File: src/rtl/btn_ctrl_pkg.sv
// btn_ctrl_pkg: shared mode type, default divider and width helper for the stopwatch buttons.
package btn_ctrl_pkg;
  typedef enum logic {RUN = 1'b0, PAUSED = 1'b1} mode_t;
  localparam int DIV_DEFAULT = 250000;
  function automatic int clog2(input int v);
    return $clog2(v);
  endfunction
endpackage

File: src/rtl/btn_db.sv
// btn_db: synchronizes one raw button, debounces it on sample ticks and emits a one-cycle press.
module btn_db (
  input  logic clk,
  input  logic rst,
  input  logic btn,
  input  logic sample_tick,
  output logic level,
  output logic press
);
  logic [1:0] sync_q, sh_q, sh_d;
  logic level_q, level_d, level_dly_q, press_q;
  // level follows two agreeing samples and otherwise holds, so sub-period glitches vanish
  always_comb begin
    sh_d = sample_tick ? {sh_q[0], sync_q[1]} : sh_q;
    level_d = !sample_tick ? level_q : (sh_d == 2'b11) ? 1'b1 : (sh_d == 2'b00) ? 1'b0 : level_q;
  end
  always_ff @(posedge clk or posedge rst)
    if (rst) begin
      sync_q <= '0;
      sh_q <= '0;
      level_q <= 1'b0;
      level_dly_q <= 1'b0;
      press_q <= 1'b0;
    end else begin
      sync_q <= {sync_q[0], btn};
      sh_q <= sh_d;
      level_q <= level_d;
      level_dly_q <= level_q;
      press_q <= level_q & ~level_dly_q;
    end
  assign level = level_q;
  assign press = press_q;
endmodule

File: src/rtl/btn_ctrl.sv
// btn_ctrl: debounce sample divider plus pause/reset mode FSM driving the stopwatch counter.
module btn_ctrl
  import btn_ctrl_pkg::*;
#(
  parameter int DIV = DIV_DEFAULT
) (
  input  logic clk,
  input  logic rst,
  input  logic btn_pause,
  input  logic btn_rst,
  output logic sample_tick,
  output logic paused,
  output logic clr
);
  localparam int CW = clog2(DIV);
  localparam logic [CW-1:0] LAST = CW'(DIV - 1);
  logic [CW-1:0] cnt_q;
  logic tick_q, clr_q;
  logic level_pause, press_pause, level_rst, press_rst;
  mode_t state_q;
  always_ff @(posedge clk or posedge rst)
    if (rst) begin
      cnt_q <= '0;
      tick_q <= 1'b0;
    end else begin
      cnt_q <= (cnt_q == LAST) ? '0 : cnt_q + CW'(1);
      tick_q <= cnt_q == LAST;
    end
  btn_db u_pause (.clk(clk), .rst(rst), .btn(btn_pause), .sample_tick(tick_q), .level(level_pause), .press(press_pause));
  btn_db u_rst (.clk(clk), .rst(rst), .btn(btn_rst), .sample_tick(tick_q), .level(level_rst), .press(press_rst));
  // reset press wins over pause; pause is locked out while the reset button is held
  always_ff @(posedge clk or posedge rst)
    if (rst) begin
      state_q <= RUN;
      clr_q <= 1'b0;
    end else begin
      clr_q <= press_rst;
      state_q <= press_rst ? RUN : (press_pause && level_pause && !level_rst) ? ((state_q == RUN) ? PAUSED : RUN) : state_q;
    end
  assign sample_tick = tick_q;
  assign paused = state_q == PAUSED;
  assign clr = clr_q;
endmodule
File: config.mk
export PLATFORM = sky130hd
export DESIGN_NAME = btn_ctrl
export DESIGN_NICKNAME = d
export VERILOG_FILES = /design/src/rtl/btn_ctrl_pkg.sv /design/src/rtl/btn_db.sv /design/src/rtl/btn_ctrl.sv
export SDC_FILE = /design/constraint.sdc
export NUM_CORES = 1
export LEC_CHECK = 0
export ABC_AREA = 1
export CORE_ASPECT_RATIO = 0.9
export CORE_MARGIN = 2
export CORE_UTILIZATION = 55
export DETAILED_ROUTE_END_ITERATION = 6
export MAX_ROUTING_LAYER = met4
export PLACE_DENSITY = 0.73
export SLEW_MARGIN = 20
export SYNTH_ARGS = -nofsm -noshare
export SYNTH_HDL_FRONTEND = slang
export SYNTH_SLANG_ARGS = --single-unit
File: constraint.sdc
create_clock -name clk -period 4.2 [get_ports clk]
set_input_delay 0.42 -clock clk [delete_from_list [all_inputs] [get_ports clk]]
set_output_delay 0.42 -clock clk [all_outputs]
set_load 0.02 [all_outputs]
==> results.toml, run 1 <==
[drt]
postRouteAntennaNets = 0
wl_per_cell_um = 11.4
routed_wl_um = 2890
drc = 0
dr.first_iter.drc_count = 58
vias = 1240
viasPerCell = 4.90
dr.pass1.iters = 4

[worst_setup_path]
cpPeakStageDelay_ns = 0.66
cp-end-kind = "output pin"
worstSetupStartpointType = "flop"
worst-path-buf-inv = 1
crit_chain = "clkdlybuf4s50_1"
critical_path_required_ns = 3.78
crit_family = "buffers and inverters"
crit_fanout = 11
critPathKind = "reg2out"
critPathSlowestCell = "clkdlybuf4s50_1"
arrival_ns = 1.52

[floorplan]
start_util_pct = 59.5
boundaryPins = 7
die_h_um = 56.4
rows = 18
core_area_mm2 = 0.00282
die-area_mm2 = 0.00350
die_width_um = 62.2

[timing]
clock-skew-final_ns = 0.00806
relSlewSlack_pct = 71.2
fmax_mhz = 516
finalSetupViolations = 0
period_share_pct = 46.1
fin_hold_ws_ns = 0.362
fin_crit_ns = 1.94
tns_ns = 0
rsz0062_at_grt = "false"
worst_pin_slew_ns = 0.433
drv_slew = 0
final-hold-violation-count = 0

[power]
p_leak_nw = 0.905
pwr-share-comb_pct = 1.5
swShare_pct = 18.5
pwr_density_cell_mw_per_mm2 = 342
power_frac_seq_pct = 52.4
peakVddDrop_mv = 0.292
power_switching_mw = 0.119
p_int_mw = 0.527
pwr-share-clk_pct = 46.1

[place]
numPortBuffers = 6
place.gp.congestion = 0.854
hpwl_um = 2200

[synth]
synth_enable_flop_cells = 0
synth_common_cells = "38 x nand2_1, 35 x dfrtp_1, 35 x nor2_1, 31 x inv_1, 8 x nand3_1"
async_reset_ff_share_pct = 100
seq_area_frac_synth_pct = 52.3
synth_area_leaders = "dfrtp_1 52%, nand2_1 8.5%, nor2_1 7.8%"
synth_area_mm2 = 0.00168
ys_warn_count = 0
yosys.area.top_type = "dfrtp_1"
synth.distinct_cells = 25
synth-main-ff-cell = "dfrtp_1"
syn-num-nets = 206
synth_top_area_share_pct = 52.3
synth_cells = 199
synth_most_common_cell = "nand2_1"
ys_ff_latch = 35
avgSynthCellArea_um2 = 8.42

[clock_network]
cts_tree = "done"
cts.sinks = 35
cts_buffers = 5
clkLatencyLatePin_ns = 0.35
clk_pin_slew_ns = 0.11
post_cts_buffers = 0
cts_resized = 0
postCtsHoldBufs = 0
h-tree-depth = 2
root_buffer = "clkbuf_4"
cts.path.max_buffers = 2

[global_routing]
grt_max_degree = 36
grt_pass1_wl_um = 5290
grt_pass1_vias = 1253
track_usage_pct = 19.7
antenna_found_initial = 0
gr-total-overflow = 0

[status]
status = "finished clean"

[worst_hold_path]
hp-class = "reg2reg"

[final_layout]
antenna_cells = 0
area_delta_synth_final_pct = 12.8
nNetsFinal = 219
drive_gt1_share_pct = 13.6

[run]
maxCapViolCount = 0
[stage by stage]
step	instances	power [mW]	area (µm²)	utilization, %	setup slack, ns
after floorplan	199	0.351	1680	-	2.69
after global placement	245	0.356	1790	63.6	2.67
after detailed placement	245	0.356	1790	63.6	2.65
after CTS	253	0.654	1890	67.2	2.25
after global routing	253	0.670	1890	67.2	2.20
final	253	0.647	1890	67.2	2.26
[cell families (layout without fill, tap and decap cells)]
logic type / Yosys count / in the layout / synth area share (%)
and+or+nand+nor: 105 / 105 / 29.5
DFF: 35 / 35 / 52.3
buffers and inverters: 35 / 49 / 7.84
AOI/OAI and AO/OA: 14 / 14 / 4.48
xor gates and xnor gates: 7 / 7 / 3.66
adders and majority gates: 3 / 3 / 2.24
[flip-flops by register name (all words and copies together), names as in the netlist]
name,cells
cnt_q,18
u_pause.sh_q,2
u_pause.sync_q,2
u_rst.sh_q,2
u_rst.sync_q,2
clr,1
paused,1
sample_tick,1
u_pause.level,1
u_pause.level_dly_q,1
u_pause.press,1
u_rst.level,1
u_rst.level_dly_q,1
u_rst.press,1
[cell usage in the layout, fill, tap and decap left out, drive strengths merged]
master and instances:
xor2 5, buf 1, nor3b 1, nand2 43
nand3 9, o21ai 6, nand4 3, nand3b 1
nor2 46, clkbuf 6, ha 3, a21oi 7
clkdlybuf4s50 6, bufinv 2, nor3 1, xnor2 2
dfrtp 35, a31oi 1, and2 1, inv 34
[cell type report]
cell class | count | area, µm²
Sequential cell | 35 | 876
Clock buffer | 6 | 41.3
Clock inverter | 2 | 60.1
Tap cell | 40 | 50.0
Multi-Input combinational cell | 129 | 668
Fill cell | 245 | 925
Timing Repair Buffer | 7 | 67.6
Inverter | 34 | 128
[layer usage]
layer,GRT usage [%],vias to the layer above,wire [µm]
met5,-,-,0
met4,4.76,0,37
met3,6.81,5,159
met2,34.0,25,1420
met1,22.3,578,1280
li1,-,632,-
[power groups by stage]
stage / Combinational [mW] / Clock [mW] / Sequential (mW)
after global routing: 0.0113 / 0.319 / 0.339
after CTS: 0.0103 / 0.305 / 0.339
after global placement: 0.00977 / 0 / 0.346
after floorplan: 0.00496 / 0 / 0.346
final: 0.00970 / 0.298 / 0.339
after detailed placement: 0.0102 / 0 / 0.346
[worst paths after layout]
| check | end | depth (start not counted) | startpoint | slack (ns) |
|---|---|---|---|---|
| worst max-delay path | sample_tick | 1 | sample_tick$_DFF_PP0_ | 2.26 |
| worst min-delay path | u_pause.sync_q[1]$_DFF_PP0_ | 0 | u_pause.sync_q[0]$_DFF_PP0_ | 0.36 |
| worst max register to register | cnt_q[14]$_DFF_PP0_ | 8 | cnt_q[0]$_DFF_PP0_ | 2.73 |
| worst min register to register | u_pause.sync_q[1]$_DFF_PP0_ | 0 | u_pause.sync_q[0]$_DFF_PP0_ | 0.36 |
| max in group asynchronous | cnt_q[8]$_DFF_PP0_ | 3 | rst | 3.43 |
| min in group asynchronous | u_rst.sh_q[0]$_DFF_PP0_ | 3 | rst | 0.45 |
Note: power is estimated with default switching activity, not from simulation.
==> inputs of run 2 (changes only) <==
- CORE_UTILIZATION: 55 -> 53
- PLACE_DENSITY: 0.73 -> 0.74
- clock period: 4.2 -> 1.6 ns (I/O delays scaled with it)
==> run 2 against run 1 <==
Against the previous run:
- power is 120% higher
- cell count grew 0.79%
- sequential share of layout area up 0.85 points
- hold slack lost 0.18 ns
- largest power group unchanged
==> results.toml, run 2 (synthesized netlist as in run 1, its figures left out) <==
[drt]
highest_layer = "met4"
vias = 1236
dr.first_iter.drc_count = 75
wl_met1_um = 1380
postRouteAntennaNets = 0
viasPerCell = 4.85
wl_met2_um = 1250
wl_per_cell_um = 11.2
drc = 0
dr.pass1.iters = 4
dr_wl_met3_um = 146
routed_wl_um = 2860

[timing]
rsz0062_at_grt = "false"
drv_slew = 0
tns_ns = 0
fin_crit_ns = 1.50
fmax_mhz = 666
finalSetupViolations = 0
clock-skew-final_ns = 0.00976
period_share_pct = 93.9
final-hold-violation-count = 0
relSlewSlack_pct = 72.5
worst_pin_slew_ns = 0.412
fin_ws_ns = 0.0979

[worst_setup_path]
reg2reg_to = "cnt_q[16]$_DFF_PP0_"
crit_family = "buffers and inverters"
worst-path-buf-inv = 1
crit_cells = 1
critPathSlowestCell = "clkdlybuf4s50_1"
worstSetupStartpointType = "flop"
r2r_start = "cnt_q[0]$_DFF_PP0_"
cpPeakStageDelay_ns = 0.61
cp-end-kind = "output pin"
endpoint = "paused"
r2r_slack_ns = 0.12
r2r_cells = 8
crit_fanout = 3
critPathLaunch = "paused$_DFFE_PP0P_"
critPathKind = "reg2out"
critical_path_required_ns = 1.44
crit_chain = "clkdlybuf4s50_1"
arrival_ns = 1.34

[clock_network]
h-tree-depth = 2
cts_tree = "done"
clkLatencyLatePin_ns = 0.35
clk_pin_slew_ns = 0.11
cts.sinks = 35
post_cts_buffers = 0
root_buffer = "clkbuf_4"
cts.path.max_buffers = 2
cts_buffers = 5

[floorplan]
start_util_pct = 55.1
boundaryPins = 7
die_width_um = 63.3
rows = 19
die_h_um = 57.3
die-area_mm2 = 0.00363
core_area_mm2 = 0.00304

[final_layout]
mostFrequentLayoutCells = "38 x nand2_1, 35 x nor2_1, 34 x dfrtp_1"
final_common_cell = "nand2_1"
top_register = "cnt_q"
nNetsFinal = 219
largest_reg_flops = 18
multiInputGateArea_um2 = 668
antenna_cells = 0
n_fill_cell = 290
area_delta_synth_final_pct = 11.0
fin_util_pct = 61.1
drive_gt1_share_pct = 14.6
regArea_um2 = 877

[place]
hpwl_um = 2150
numPortBuffers = 6
place.gp.congestion = 0.864
place_ws_ns = 0.145

[global_routing]
track_usage_pct = 19.9
antenna_found_initial = 0
grt_pass1_vias = 1230
gr-total-overflow = 0
grt_pass1_wl_um = 5240
grt_max_degree = 36

[power]
pwr_density_cell_mw_per_mm2 = 773
peakVddDrop_mv = 0.481
p_leak_nw = 0.890

[worst_hold_path]
hp-class = "in2async"

[status]
status = "finished clean"

[run]
maxCapViolCount = 0
run 2: cell types whose count changed in the layout (fill, tap and decap cells not counted), sizes merged:
cell	before	now
bufinv	2	0
clkdlybuf4s50	6	5
clkinv	0	1
clkinvlp	0	1
dlygate4sd2	0	1
run 2: layout make-up:
class	instances	area share (%)
inverters	34	6.86
repair buffers	7	3.57
flip-flops and latches	35	47.2
well taps	42	2.83
multi-input cells	129	35.9
clock buffers	6	2.76
clock inverters	2	0.875
run 2: repair_timing:
| action | 4_1_cts | 5_1_grt |
|---|---|---|
| gates resized for setup | 2 | 0 |
| setup endpoints to repair | 1 | 0 |
| hold buffers | 0 | 0 |
| hold endpoints to repair | 0 | 0 |
run 2: routing by layer:
layer  global-route usage, %  up-vias
li1                        -      632
met2                    29.9       27
met4                    12.1        0
met1                    25.1      568
met3                    4.14        9
met5                       -        -
run 2: worst min-delay path by stage:
stage	slack, ns	end	cells after the start
finish	0.19	cnt_q[17]$_DFF_PP0_	3
global route	0.23	u_pause.sync_q[0]$_DFF_PP0_	1
CTS	0.20	u_rst.press$_DFF_PP0_	3
detailed placement	0.34	u_pause.sync_q[1]$_DFF_PP0_	0
global placement	0.33	u_pause.sync_q[1]$_DFF_PP0_	0
floorplan	0.19	u_pause.sync_q[0]$_DFF_PP0_	0
run 2: power breakdown:
part / switching [mW] / leakage, nW / internal (mW)
Clock: 0.307 / 0.0345 / 0.216
Sequential: 0.00117 / 0.464 / 0.889
Combinational: 0.0164 / 0.392 / 0.00808
run 2: metrics by stage:
stage          total power [mW]  hold WS (ns)  instance area (µm²)  cells
6_report                   1.44         0.185                 1860    255
5_1_grt                    1.50         0.231                 1860    255
4_1_cts                    1.45         0.203                 1860    255
3_5_place_dp              0.934         0.336                 1790    247
3_3_place_gp              0.934         0.332                 1790    247
2_1_floorplan             0.920         0.191                 1680    199
run 2: worst min-delay path: cells and delay by family:
| family | cells | cell delay (ns) |
|---|---|---|
| buffers and inverters | 3 | 0.82 |
==> inputs of run 3 (changes only) <==
- CORE_MARGIN: 2 -> default
- GPL_TIMING_DRIVEN: default -> 0
==> run 3 against run 2 <==
Against the previous run:
- hold slack improved by 0.047 ns
- critical path depth unchanged
- maximum frequency is 1.6% higher
- combinational power decreased by 4%
- power fell by 4.7%
- clock skew grew 0.0024 ns
- worst setup slack better by 0.024 ns
- via count fell by 1.3%
- cell area shrank 1.2%
- non-clock buffer count stayed put
- core utilization grew 2.6 points
- first-iteration DRC count is 52% lower
- critical path type unchanged
- largest cell class unchanged
==> results.toml, run 3 (synthesized netlist as in run 1, its figures left out) <==
[clock_network]
clk_pin_slew_ns = 0.11
h-tree-depth = 2
postCtsHoldBufs = 0
clkLatencyLatePin_ns = 0.35
cts.sinks = 35
cts_tree = "done"
cts_buffers = 5
root_buffer = "clkbuf_4"
cts.path.max_buffers = 2

[final_layout]
n_fill_cell = 257
fin_util_pct = 63.7
nNetsFinal = 219
final_common_cell = "nand2_1"
area_delta_synth_final_pct = 9.63
top_register = "cnt_q"
antenna_cells = 0
mostFrequentLayoutCells = "38 x nand2_1, 35 x nor2_1, 35 x dfrtp_1"
drive_gt1_share_pct = 13.6
largest_reg_flops = 18

[worst_setup_path]
arrival_ns = 1.32
worst-path-buf-inv = 1
worstSetupStartpointType = "flop"
crit_fanout = 3
cpPeakStageDelay_ns = 0.61
crit_chain = "clkdlybuf4s50_1"
critPathKind = "reg2out"
crit_family = "buffers and inverters"
critPathSlowestCell = "clkdlybuf4s50_1"
critical_path_required_ns = 1.44
cp-end-kind = "output pin"

[global_routing]
grt_pass1_vias = 1228
gr-total-overflow = 0
grt_max_degree = 36
track_usage_pct = 20.8
antenna_found_initial = 0
grt_pass1_wl_um = 4970

[timing]
fmax_mhz = 676
fin_hold_ws_ns = 0.233
final-hold-violation-count = 0
drv_slew = 0
fin_ws_ns = 0.122
period_share_pct = 92.4
fin_crit_ns = 1.48
finalSetupViolations = 0
relSlewSlack_pct = 53.0
rsz0062_at_grt = "false"
worst_pin_slew_ns = 0.704
clock-skew-final_ns = 0.0121

[floorplan]
rows = 18
die_h_um = 55.3
start_util_pct = 58.1
core_area_mm2 = 0.00288
die-area_mm2 = 0.00339
boundaryPins = 7
die_width_um = 61.3

[run]
maxCapViolCount = 0

[place]
place.gp.congestion = 0.940
hpwl_um = 2020
place_ws_ns = 0.0298
numPortBuffers = 6

[drt]
wl_per_cell_um = 11.0
routed_wl_um = 2780
viasPerCell = 4.82
postRouteAntennaNets = 0
dr.pass1.iters = 4
dr.first_iter.drc_count = 36
vias = 1220
drc = 0

[status]
status = "finished clean"

[power]
total_power_mw = 1.37
peakVddDrop_mv = 0.566
pwr_density_cell_mw_per_mm2 = 746
p_leak_nw = 0.881

[worst_hold_path]
hp-class = "in2async"
## run 3: worst reg2reg max path, stage by stage, from the launching register on
cell and delay, ns:
dfrtp_1 0.42, ha_1 0.21, nand2_1 0.10, nor2_4 0.21, nand2_4 0.11, nor2_4 0.13, nand3_1 0.08, nand2_1 0.06
nor2_1 0.04
## run 3: final timing paths
kind	from	slack, ns	to	depth (start not counted)
worst max-delay path	paused$_DFFE_PP0P_	0.12	paused	1
worst min-delay path	rst	0.23	cnt_q[15]$_DFF_PP0_	2
worst max register to register	cnt_q[0]$_DFF_PP0_	0.14	cnt_q[16]$_DFF_PP0_	8
worst min register to register	u_pause.sync_q[0]$_DFF_PP0_	0.36	u_pause.sync_q[1]$_DFF_PP0_	0
max in group asynchronous	rst	0.91	u_pause.sh_q[1]$_DFF_PP0_	2
min in group clk	btn_pause	0.25	u_pause.sync_q[0]$_DFF_PP0_	1
## run 3: power breakdown
group | internal (mW) | switching (mW)
Clock | 0.171 | 0.286
Combinational | 0.00654 | 0.0170
Sequential | 0.889 | 0.00148
## run 3: final cells by class
| type | count | area, µm² | area share [%] |
|---|---|---|---|
| plain buffers | 1 | 5.00 | 0.272 |
| clock buffers | 7 | 45.0 | 2.45 |
| clock inverters | 1 | 5.00 | 0.272 |
| inverters | 34 | 128 | 6.95 |
| multi-input cells | 129 | 668 | 36.4 |
| flip-flops and latches | 35 | 876 | 47.7 |
| well taps | 40 | 50.0 | 2.72 |
| repair buffers | 6 | 60.1 | 3.27 |
## run 3: stage by stage
stage	setup TNS [ns]	cells	instance area (µm²)
after global routing	0	253	1840
after floorplan	0	199	1680
after global placement	-1.48	245	1790
final	0	253	1840
after CTS	0	253	1840
after detailed placement	0	245	1790
## run 3: timing repair
action / 4_1_cts / 5_1_grt
setup buffers: 0 / 0
gates resized for setup: 0 / 4
endpoints found under the setup margin: 0 / 2
## run 3: per-layer routing
| layer | routed length (µm) | global-route usage (%) | vias to the layer above |
|---|---|---|---|
| met5 | 0 | - | - |
| met2 | 1180 | 29.8 | 22 |
| met3 | 142 | 6.32 | 8 |
| li1 | - | - | 636 |
| met1 | 1380 | 25.9 | 554 |
| met4 | 70 | 11.7 | 0 |
